**src/rtl/alu.sv**
```systemverilog
// 16-bit registered ALU for the accumulator computer: opcode IN_IR[15:12], one result per clock.
// Optional multiply/divide hardware is enabled by defining ALU_MULDIV_EN; otherwise opcodes 0x2/0x3 yield 0.
module alu (
  input  logic        CLK,
  input  logic        RST_N,
  input  logic [15:0] Q_AC,
  input  logic [15:0] Q_DR,
  input  logic [15:0] IN_IR,
  output logic [15:0] ALU_Result
);

  logic [3:0]  w_op;
  logic [15:0] w_mul;
  logic [15:0] w_div;
  logic [15:0] w_next;
  logic        w_unused_ir;

  assign w_op        = IN_IR[15:12];
  assign w_unused_ir = &{1'b0, IN_IR[11:0]};

`ifdef ALU_MULDIV_EN
  assign w_mul = Q_AC * Q_DR;
  // Divide-by-zero saturates to all ones rather than trapping.
  assign w_div = (Q_DR == 16'h0000) ? 16'hFFFF : (Q_AC / Q_DR);
`else
  assign w_mul = 16'h0000;
  assign w_div = 16'h0000;
`endif

  always_comb begin
    w_next = 16'h0000;
    case (w_op)
      4'h0: w_next = Q_AC + Q_DR;
      4'h1: w_next = Q_AC - Q_DR;
      4'h2: w_next = w_mul;
      4'h3: w_next = w_div;
      4'h4: w_next = {Q_AC[14:0], 1'b0};
      4'h5: w_next = {1'b0, Q_AC[15:1]};
      4'h6: w_next = {Q_AC[14:0], Q_AC[15]};
      4'h7: w_next = {Q_AC[0], Q_AC[15:1]};
      4'h8: w_next = Q_AC & Q_DR;
      4'h9: w_next = Q_AC | Q_DR;
      4'hA: w_next = Q_AC ^ Q_DR;
      4'hB: w_next = ~(Q_AC | Q_DR);
      4'hC: w_next = ~(Q_AC & Q_DR);
      4'hD: w_next = {15'd0, (Q_AC < Q_DR)};
      4'hE: w_next = {15'd0, (Q_AC > Q_DR)};
      4'hF: w_next = {15'd0, (Q_AC == Q_DR)};
      default: w_next = 16'h0000;
    endcase
  end

  always_ff @(posedge CLK or negedge RST_N) begin
    if (!RST_N) ALU_Result <= 16'h0000;
    else        ALU_Result <= w_next;
  end

endmodule

```
**config.mk**
```make
export PLATFORM = sky130hd
export DESIGN_NAME = alu
export DESIGN_NICKNAME = d
export VERILOG_FILES = /design/src/rtl/alu.sv
export SDC_FILE = /design/constraint.sdc
export NUM_CORES = 1
export LEC_CHECK = 0
export ABC_AREA = 0
export BUFFER_PORTS_ARGS = -buffer_cell sky130_fd_sc_hd__buf_2
export CAP_MARGIN = 20
export CORE_MARGIN = 2
export CORE_UTILIZATION = 34
export DETAILED_ROUTE_END_ITERATION = 12
export GPL_ROUTABILITY_DRIVEN = 0
export HOLD_SLACK_MARGIN = 0.1
export SLEW_MARGIN = 25
export SYNTH_ARGS = -nofsm -noshare
export SYNTH_HDL_FRONTEND = slang
export SYNTH_SLANG_ARGS = --single-unit
```
**constraint.sdc**
```tcl
create_clock -name CLK -period 0.8 [get_ports CLK]
set_clock_uncertainty 0.1 [all_clocks]
set_input_delay 0.08 -clock CLK [delete_from_list [all_inputs] [get_ports CLK]]
set_output_delay 0.08 -clock CLK [all_outputs]
set_load 0.1 [all_outputs]
```
==> summary.txt, run 1 <==
Status
  – Status: finished with violations
  – Failing checks: negative setup slack

Finish
  – Max reg flops: 16
  – Commonest non-fill, non-tap cell in the layout: buf_4
  – Synth-to-Final Area Change: 74.7%
  – N_diodes: 0
  – Final Cell Area: 6150 um^2
  – Largest reg by FF count: ALU_Result
  – Fin nets: 784
  – Share of cells above drive strength 1: 50.5%
  – Most frequent cells in the layout: 181 x buf_4, 38 x inv_1, 33 x ha_1
  – Finished Layout Cells: 819
  – Biggest regs: ALU_Result x16

GRT
  – GRT overflow: 0
  – First-pass GRT wire length: 22900 um
  – Antenna violations before repair: 0
  – All-Layer GR Usage: 25.1%
  – Largest net degree at the start of global routing: 20
  – Vias in the first global route: 4680

Floorplan
  – Chip height: 106 um
  – Die Area: 11200 um^2
  – Core area: 10200 um^2
  – Die Width: 106 um
  – Initial Util: 34.6%
  – Rows: 37
  – Top-Level Pins: 66

Timing
  – Worst rel slew slack: 71.2%
  – Setup-failing EPs final: 32
  – Worst hold slack: 0.0992 ns
  – RSZ-0062 raised after global routing: true
  – Min Tclk post-route: 2.15 ns
  – Worst-margin pin slew: 0.429 ns
  – Crit share post-route: 268%
  – TNS Setup: -21.42 ns
  – Count of pins over their slew limit: 0
  – Fin worst setup slack: -1.35 ns
  – Fmax: 466 MHz
  – Final Hold Fails: 0

CTS
  – Clock sink total: 16
  – CTS clk-pin slew, worst paths: 0.09 ns
  – Max Root-Sink Buffers: 2
  – CTS tree: yes
  – H-tree levels: 1
  – CTS Buf Count: 3
  – Root buf cell: clkbuf_8

Power and ir drop
  – Clk network pwr share: 10.6%
  – Psw: 3.32 mW
  – Internal power: 3.70 mW
  – Maximum resistive drop on vdd: 0.000563 V
  – Comb pwr share: 73.6%
  – Sw Ratio: 47.3%
  – P_leak: 2.82 nW
  – Pwr dens: 1140 nW/um^2
  – Sequential fraction of design power: 15.8%

Setup path
  – Critical path arrival: 2.19 ns
  – Data required time of the worst path: 0.85 ns
  – Setup CP Type: input port to register
  – Critical path fanouts, max: 3
  – CP Launch Type: input port
  – CP max stage delay: 0.42 ns
  – CP max-delay cell: a2111oi_4
  – Cell Chain, Critical Path: buf_12 -> inv_12 -> ha_4 -> fa_2 -> o21bai_4 -> a21oi_2 -> o311ai_4 -> a41oi_4 -> a2111oi_4 -> and2_1 -> o22ai_1
  – Endpoint class of the critical path: register

Route
  – WL/cell: 17.3 um
  – Detailed-route DRC error count: 0
  – Iteration-0 DRC Markers: 359
  – Routed WL: 14200 um
  – ANT nets after route: 0
  – Vias/cell: 5.61
  – Detailed Routing Iterations Pass 1: 5
  – Vias: 4597

Place
  – Area after DPL: 5620 um^2
  – Setup WS pre-CTS: -1.84 ns
  – Detail Placement HPWL: 11000 um
  – Cells after DPL: 804
  – IO buf count: 53

Yosys
  – Top cell type's share of synthesized area: 17.1%
  – Syn Area/Cell: 7.54 um^2
  – Post-synthesis xor/xnor area fraction: 4.48%
  – Synth Area in Compound Gates: 37.2%
  – Area leader, netlist: ha_1
  – Synth cell types: 76
  – Ys async rst share: 100%
  – Syn Nets: 567
  – Synthesized area: 3520 um^2
  – Cells after synthesis: 467
  – Ys Warns: 0
  – Mux share of post-synthesis cell area: 2.91%
  – EDFF count, synth: 0
  – Seq cells post-synth: 16
  – Post-Synth Adder-Cell Area: 18.2%
  – Top post-synthesis cells by area: ha_1 17%, dfrtp_1 11%, inv_1 5.0%
  – Largest family of logic cells by synthesized area: compound AO/OA/AOI/OAI gates
  – Post-synthesis simple-gate area fraction: 16.1%
  – Main synth FF type: dfrtp_1
  – Post-synthesis sequential area ratio: 11.4%

Min path
  – Hold Path Class: input port to register

Run
  – Maximum capacitance violations: 0
## per-stage QoR
step / power [mW] / util [%]
floorplan: 3.74 / -
global placement: 5.69 / 55.2
detailed placement: 5.76 / 55.2
CTS: 6.73 / 58.0
global route: 7.36 / 60.4
finish: 7.02 / 60.4
## layer usage
layer	up-vias	GRT usage, %	share of wire (%)
li1	2176	-	-
met1	2147	33.1	41
met3	42	3.09	8.3
met2	232	41.9	47
met5	-	0	0
met4	0	9.21	3.5
## logic make-up (layout without fill, tap and decap cells)
kind of cell / after synthesis / after routing
flip-flops: 16 / 16
AO/OA/AOI/OAI: 182 / 182
XOR/XNOR: 18 / 18
buffers and inverters: 83 / 299
adder cells (fa/ha/maj): 50 / 50
AND/OR/NAND/NOR: 108 / 108
multiplexers: 10 / 10
## cell type report
class | count | area, um^2
well taps | 136 | 170
fillers | 901 | 4040
flip-flops and latches | 16 | 457
inverters | 51 | 221
clock buffers | 4 | 45.0
repair buffers | 244 | 2040
multi-input cells | 368 | 3210
## final timing paths
| kind | from | to | slack [ns] | depth (start not counted) |
|---|---|---|---|---|
| worst max-delay path | Q_AC[0] | ALU_Result[14] | -1.35 | 11 |
| worst min-delay path | Q_AC[15] | ALU_Result[0] | 0.1 | 4 |
| max in group asynchronous | RST_N | ALU_Result[7] | 0.27 | 3 |
| min in group asynchronous | RST_N | ALU_Result[9] | 0.17 | 3 |
## cell usage after synthesis (3+ instances only)
| library cell | instances |
|---|---|
| xor2_1 | 6 |
| dfrtp_1 | 16 |
| clkbuf_1 | 12 |
| nor2b_1 | 9 |
| inv_2 | 4 |
| ha_1 | 48 |
| mux2i_1 | 8 |
| nand2b_1 | 7 |
| o211ai_1 | 5 |
| a22oi_1 | 11 |
| a221o_1 | 4 |
| a221oi_1 | 8 |
| a22o_1 | 3 |
| o22ai_1 | 14 |
| a21boi_0 | 3 |
| xnor2_1 | 12 |
| buf_2 | 15 |
| nand2_1 | 19 |
| a31oi_1 | 6 |
| a32oi_1 | 7 |
| nor2_1 | 27 |
| o221ai_1 | 5 |
| o21ai_0 | 29 |
| nor4_1 | 6 |
| inv_1 | 47 |
| o31ai_1 | 6 |
| a211oi_1 | 3 |
| o21bai_1 | 4 |
| a21oi_1 | 35 |
| nand3_1 | 12 |
| a21o_1 | 4 |
| nor3_1 | 12 |
## critical path: cells and delay by family
family / cells / cell delay, ns
AO/OA/AOI/OAI: 6 / 1.28
AND/OR/NAND/NOR: 1 / 0.18
adder cells (fa/ha/maj): 2 / 0.52
buffers and inverters: 2 / 0.12
## timing repair
action | in CTS | in global routing
hold buffers | 1 | 0
endpoints found under the hold margin | 17 | 0
pin swaps | 19 | 24
endpoints found under the setup margin | 32 | 32
gates resized for setup | 41 | 49
setup buffers | 7 | 4
## power by group through the flow
stage	Sequential (mW)	Clock, mW	Combinational (mW)
2_1_floorplan	1.98	0	1.76
6_report	1.11	0.746	5.16
4_1_cts	1.11	0.749	4.87
3_5_place_dp	1.13	0	4.63
5_1_grt	1.12	0.780	5.46
3_3_place_gp	1.13	0	4.56
No activity file was read; power rests on OpenSTA's default activity.
==> run 2, diff against run 1 <==
- clock period: 0.8 -> 2.51 ns (I/O delays scaled with it)
==> summary.txt, run 2 (synthesized netlist as in run 1, its figures left out) <==
Finish
  – Commonest non-fill, non-tap cell in the layout: buf_4 (unchanged)
  – Largest reg by FF count: ALU_Result (unchanged)
  – Final Cell Area: 4470 um^2 (was 6150 um^2)
  – Fin nets: 667 (was 784)
  – Biggest regs: ALU_Result x16 (unchanged)
  – Share of cells above drive strength 1: 28.1% (was 50.5%)
  – Most frequent cells in the layout: 73 x buf_4, 53 x buf_2, 48 x ha_1 (was 181 x buf_4, 38 x inv_1, 33 x ha_1)
  – Finished Layout Cells: 702 (was 819)
  – Max reg flops: 16 (unchanged)
  – N_diodes: 0 (unchanged)
  – Synth-to-Final Area Change: 26.9% (was 74.7%)
  – Fillers: 1063 (was 901)

CTS
  – CTS clk-pin slew, worst paths: 0.09 ns (about the same)
  – Clock sink total: 16 (unchanged)
  – Max Root-Sink Buffers: 2 (unchanged)
  – CTS tree: yes (unchanged)
  – CTS Buf Count: 3 (unchanged)
  – Root buf cell: clkbuf_8 (unchanged)
  – H-tree levels: 1 (unchanged)

Setup path
  – CP max-delay cell: fa_2 (was a2111oi_4)
  – Cell Chain, Critical Path: buf_2 -> inv_1 -> ha_1 -> fa_2 -> o21bai_1 -> a21oi_2 -> o311ai_4 -> a41oi_2 -> o221ai_1 -> mux2_1 -> o211ai_2 (was buf_12 -> inv_12 -> ha_4 -> fa_2 -> o21bai_4 -> a21oi_2 -> o311ai_4 -> a41oi_4 -> a2111oi_4 -> and2_1 -> o22ai_1)
  – Setup CP Type: input port to register (unchanged)
  – Critical path arrival: 2.54 ns (was 2.19 ns)
  – CP Launch Type: input port (unchanged)
  – CP Buf/Inv Count: 2 (unchanged)
  – Critical path fanouts, max: 3 (unchanged)
  – CP max stage delay: 0.37 ns (was 0.42 ns)
  – Endpoint class of the critical path: register (unchanged)
  – Crit path max-delay family: compound AO/OA/AOI/OAI gates (unchanged)
  – Data required time of the worst path: 2.60 ns (was 0.85 ns)
  – Crit path from: Q_AC[0] (unchanged)
  – Worst path depth: 11 (unchanged)

Status
  – Status: complete, no violations (was finished with violations)

Floorplan
  – Die Width: 106 um (unchanged)
  – Die Area: 11200 um^2 (unchanged)
  – Initial Util: 34.6% (unchanged)
  – Core area: 10200 um^2 (unchanged)
  – Top-Level Pins: 66 (unchanged)
  – Chip height: 106 um (unchanged)
  – Rows: 37 (unchanged)

GRT
  – Vias in the first global route: 3910 (was 4680)
  – GRT overflow: 0 (unchanged)
  – Antenna violations before repair: 0 (unchanged)
  – Largest net degree at the start of global routing: 20 (unchanged)
  – All-Layer GR Usage: 22.4% (was 25.1%)
  – First-pass GRT wire length: 20200 um (was 22900 um)

Route
  – Routed WL: 12600 um (was 14200 um)
  – Detailed Routing Iterations Pass 1: 5 (unchanged)
  – Vias: 4128 (was 4597)
  – Vias/cell: 5.88 (was 5.61)
  – Iteration-0 DRC Markers: 379 (was 359)
  – Detailed-route DRC error count: 0 (unchanged)
  – ANT nets after route: 0 (unchanged)
  – WL/cell: 18.0 um (was 17.3 um)

Timing
  – Setup-failing EPs final: 0 (was 32)
  – Worst hold slack: 0.208 ns (was 0.0992 ns)
  – Min Tclk post-route: 2.45 ns
  – RSZ-0062 raised after global routing: false (was true)
  – Crit share post-route: 97.4%
  – Count of pins over their slew limit: 0 (unchanged)
  – TNS Setup: 0 ns (was -21.42 ns)
  – Final Hold Fails: 0 (unchanged)
  – Fmax: 409 MHz
  – Worst-margin pin slew: 0.603 ns (was 0.429 ns)
  – Worst rel slew slack: 59.6% (was 71.2%)

Power and ir drop
  – Internal power: 0.830 mW (was 3.70 mW)
  – Psw: 0.930 mW (was 3.32 mW)
  – Total power: 1.76 mW (was 7.02 mW)
  – Maximum resistive drop on vdd: 0.000186 V (was 0.000563 V)
  – Pwr dens: 394 nW/um^2 (was 1140 nW/um^2)
  – Sw Ratio: 52.9% (was 47.3%)
  – Clk network pwr share: 15.5% (was 10.6%)
  – Sequential fraction of design power: 17.3% (was 15.8%)
  – Comb pwr share: 67.2% (was 73.6%)
  – P_leak: 2.13 nW (was 2.82 nW)

Place
  – Detail Placement HPWL: 9800 um (was 11000 um)
  – Area after DPL: 4350 um^2 (was 5620 um^2)
  – IO buf count: 53 (unchanged)
  – Cells after DPL: 697 (was 804)

Min path
  – Hold Path Class: input port to register (unchanged)
  – Hold Path Depth: 3 (was 4)
  – Min-delay src: Q_AC[15] (unchanged)

Run
  – Maximum capacitance violations: 0 (unchanged)
run 2: routing by layer:
layer | global-route usage [%] | up-vias | routed length [um]
li1 | - | 1942 | -
met1 | 31.3 | 1932 | 5570
met2 | 35.4 | 215 | 5620
met3 | 2.66 | 39 | 1030
met4 | 8.27 | 0 | 388
met5 | 0 | - | 0
run 2: repair_timing:
| item | in CTS | in global routing |
|---|---|---|
| endpoints found under the hold margin | 16 | 0 |
| buffers inserted | 0 | 0 |
| endpoints found under the setup margin | 1 | 4 |
| pin swaps | 4 | 0 |
| hold buffers | 1 | 0 |
| resized for setup | 3 | 6 |
run 2: path summary, 6_finish.rpt:
check                            endpoint  slack, ns
max in group asynchronous   ALU_Result[1]       1.63
setup / recovery            ALU_Result[0]       0.06
hold / removal              ALU_Result[0]       0.21
min in group asynchronous  ALU_Result[10]       0.36
run 2: final cells by class:
cell class | instances | area (um^2) | share of cell area, %
inverter | 51 | 191 | 4.28
multi-input combinational | 368 | 2830 | 63.3
tap | 136 | 170 | 3.81
sequential | 16 | 400 | 8.96
timing repair buffer | 127 | 823 | 18.4
clock buffer | 4 | 55.1 | 1.23
run 2: through the flow:
step | setup WS [ns] | util (%)
final | 0.0643 | 43.9
after global routing | 0.00618 | 43.9
after CTS | 0.0142 | 43.5
after detailed placement | -0.314 | 42.7
after global placement | -0.230 | 42.7
after floorplan | 0.0382 | -
run 2: worst min-delay path, delay by kind of cell:
family                 cells  cell delay (ns)
buffers and inverters      1             0.13
AO/OA/AOI/OAI              2             0.16
run 2: power by group through the flow:
| stage | registers (mW) | clock network, mW | logic (mW) |
|---|---|---|---|
| 2_1_floorplan | 0.600 | 0 | 0.513 |
| 3_3_place_gp | 0.310 | 0 | 1.14 |
| 3_5_place_dp | 0.310 | 0 | 1.15 |
| 4_1_cts | 0.305 | 0.275 | 1.16 |
| 5_1_grt | 0.308 | 0.289 | 1.26 |
| 6_report | 0.305 | 0.273 | 1.18 |
==> run 3, diff against run 2 <==
- BUFFER_PORTS_ARGS: -buffer_cell sky130_fd_sc_hd__buf_2 -> -buffer_cell sky130_fd_sc_hd__buf_4
==> summary.txt, run 3 (synthesized netlist as in run 1, its figures left out) <==
Setup path
  – Critical path fanouts, max: 4 (was 3)
  – Setup CP Type: input port to register (unchanged)
  – Data required time of the worst path: 2.61 ns (was 2.60 ns)
  – Critical path arrival: 2.49 ns (was 2.54 ns)
  – CP Launch Type: input port (unchanged)
  – Endpoint class of the critical path: register (unchanged)

Place
  – IO buf count: 53 (unchanged)
  – Area after DPL: 4380 um^2 (was 4350 um^2)
  – Detail Placement HPWL: 9700 um (was 9800 um)
  – Cells after DPL: 682 (was 697)

Finish
  – Max reg flops: 16 (unchanged)
  – Fin nets: 653 (was 667)
  – Finished Layout Cells: 688 (was 702)
  – Area of the multi-input gates: 2870 um^2 (was 2830 um^2)
  – Commonest non-fill, non-tap cell in the layout: buf_4 (unchanged)
  – Sequential cell area: 400 um^2 (unchanged)
  – Most frequent cells in the layout: 109 x buf_4, 47 x ha_1, 46 x inv_1 (was 73 x buf_4, 53 x buf_2, 48 x ha_1)
  – Biggest regs: ALU_Result x16 (unchanged)
  – Synth-to-Final Area Change: 29.5% (was 26.9%)
  – Share of cells above drive strength 1: 27.4% (was 28.1%)
  – Final Cell Area: 4560 um^2 (was 4470 um^2)
  – N_diodes: 0 (unchanged)
  – Largest reg by FF count: ALU_Result (unchanged)
  – Fillers: 1079 (was 1063)

CTS
  – Max Root-Sink Buffers: 2 (unchanged)
  – Root buf cell: clkbuf_8 (unchanged)
  – Clock sink total: 16 (unchanged)
  – H-tree levels: 1 (unchanged)
  – CTS clk-pin slew, worst paths: 0.09 ns (about the same)
  – CTS tree: yes (unchanged)
  – CTS Buf Count: 3 (unchanged)

Floorplan
  – Top-Level Pins: 66 (unchanged)
  – Die Width: 106 um (unchanged)
  – Die Area: 11200 um^2 (unchanged)
  – Chip height: 106 um (unchanged)
  – Rows: 37 (unchanged)
  – Initial Util: 34.6% (unchanged)
  – Core area: 10200 um^2 (unchanged)

Timing
  – Worst-margin pin slew: 0.841 ns (was 0.603 ns)
  – Crit share post-route: 95.4% (was 97.4%)
  – Final Hold Fails: 0 (unchanged)
  – Fmax: 418 MHz (was 409 MHz)
  – Count of pins over their slew limit: 0 (unchanged)
  – Min Tclk post-route: 2.39 ns (was 2.45 ns)
  – Worst rel slew slack: 43.6% (was 59.6%)
  – RSZ-0062 raised after global routing: false (unchanged)
  – Setup-failing EPs final: 0 (unchanged)
  – TNS Setup: 0 ns (unchanged)

Route
  – Detailed-route DRC error count: 0 (unchanged)
  – Vias/cell: 5.99 (was 5.88)
  – ANT nets after route: 0 (unchanged)
  – Vias: 4120 (was 4128)
  – Detailed Routing Iterations Pass 1: 5 (unchanged)
  – WL/cell: 18.5 um (was 18.0 um)
  – Iteration-0 DRC Markers: 348 (was 379)
  – Routed WL: 12700 um (was 12600 um)

Min path
  – WHS Endpoint: ALU_Result[0] (unchanged)
  – Hold Path Depth: 3 (unchanged)
  – Hold Path Class: input port to register (unchanged)
  – Min-delay src: Q_AC[15] (unchanged)

GRT
  – Antenna violations before repair: 0 (unchanged)
  – GRT overflow: 0 (unchanged)
  – Largest net degree at the start of global routing: 22 (was 20)
  – All-Layer GR Usage: 22.3% (was 22.4%)
  – Vias in the first global route: 3942 (was 3910)
  – First-pass GRT wire length: 20200 um (about the same)

Power and ir drop
  – Pwr dens: 397 nW/um^2 (was 394 nW/um^2)
  – P_leak: 2.11 nW (was 2.13 nW)
  – Maximum resistive drop on vdd: 0.000174 V (was 0.000186 V)

Run
  – Maximum capacitance violations: 0 (unchanged)

Status
  – Status: complete, no violations (unchanged)
[run 3: changes by cell type in the layout (fill, tap and decap cells not counted), sizes merged]
cell  previous run  this run
buf            126       112
[run 3: metal layers]
| layer | wire [um] | share of wire, % | global-route usage [%] | up-vias |
|---|---|---|---|---|
| li1 | - | - | - | 1901 |
| met1 | 5380 | 42 | 30.1 | 1946 |
| met2 | 5690 | 45 | 35.8 | 239 |
| met3 | 1240 | 9.8 | 3.59 | 34 |
| met4 | 401 | 3.2 | 7.99 | 0 |
| met5 | 0 | 0 | 0 | - |
[run 3: critical path: stages]
cell and delay [ns]:
buf_8 0.08, inv_4 0.03, ha_4 0.15, fa_2 0.38
o21bai_1 0.17, a21oi_2 0.09, o311ai_2 0.33, a41oi_2 0.26
buf_4 0.23, nor4_4 0.27, nor3_2 0.07, o22ai_1 0.17
[run 3: worst max-delay path by stage]
| stage | from | end | slack (ns) | cells past startpoint |
|---|---|---|---|---|
| global route | Q_AC[0] | ALU_Result[14] | 0.02 | 12 |
| finish | Q_AC[0] | ALU_Result[14] | 0.12 | 12 |
| floorplan | Q_AC[0] | ALU_Result[14] | 0.04 | 10 |
| global placement | Q_AC[0] | ALU_Result[14] | -0.25 | 11 |
| CTS | Q_AC[0] | ALU_Result[14] | 0.02 | 11 |
| detailed placement | Q_AC[0] | ALU_Result[14] | -0.30 | 11 |
[run 3: what timing repair did]
| item | 4_1_cts | 5_1_grt |
|---|---|---|
| hold buffers | 1 | 0 |
| pin swaps | 0 | 13 |
| endpoints found under the setup margin | 1 | 2 |
| setup buffers | 0 | 1 |
| gates resized for setup | 2 | 18 |
| hold endpoints to repair | 16 | 0 |
[run 3: final cells by class]
type                            instances  area share, %
Timing Repair Buffer                  113           19.2
Sequential cell                        16           8.78
Multi-Input combinational cell        368           62.8
Inverter                               51           4.25
Clock buffer                            4           1.21
Tap cell                              136           3.73
[run 3: power breakdown]
part | internal, mW | switching, mW
Combinational | 0.433 | 0.793
Sequential | 0.296 | 0.0125
Clock | 0.140 | 0.136
Total | 0.869 | 0.941
[run 3: stage by stage]
stage               utilization [%]  power [mW]  setup slack [ns]  hold slack (ns)
floorplan                         -        1.11            0.0382           -0.145
global placement               43.0        1.48            -0.253           0.0501
detailed placement             43.0        1.49            -0.304           0.0616
CTS                            43.8        1.77            0.0151            0.155
global route                   44.8        1.89            0.0165            0.181
finish                         44.8        1.81             0.117            0.157
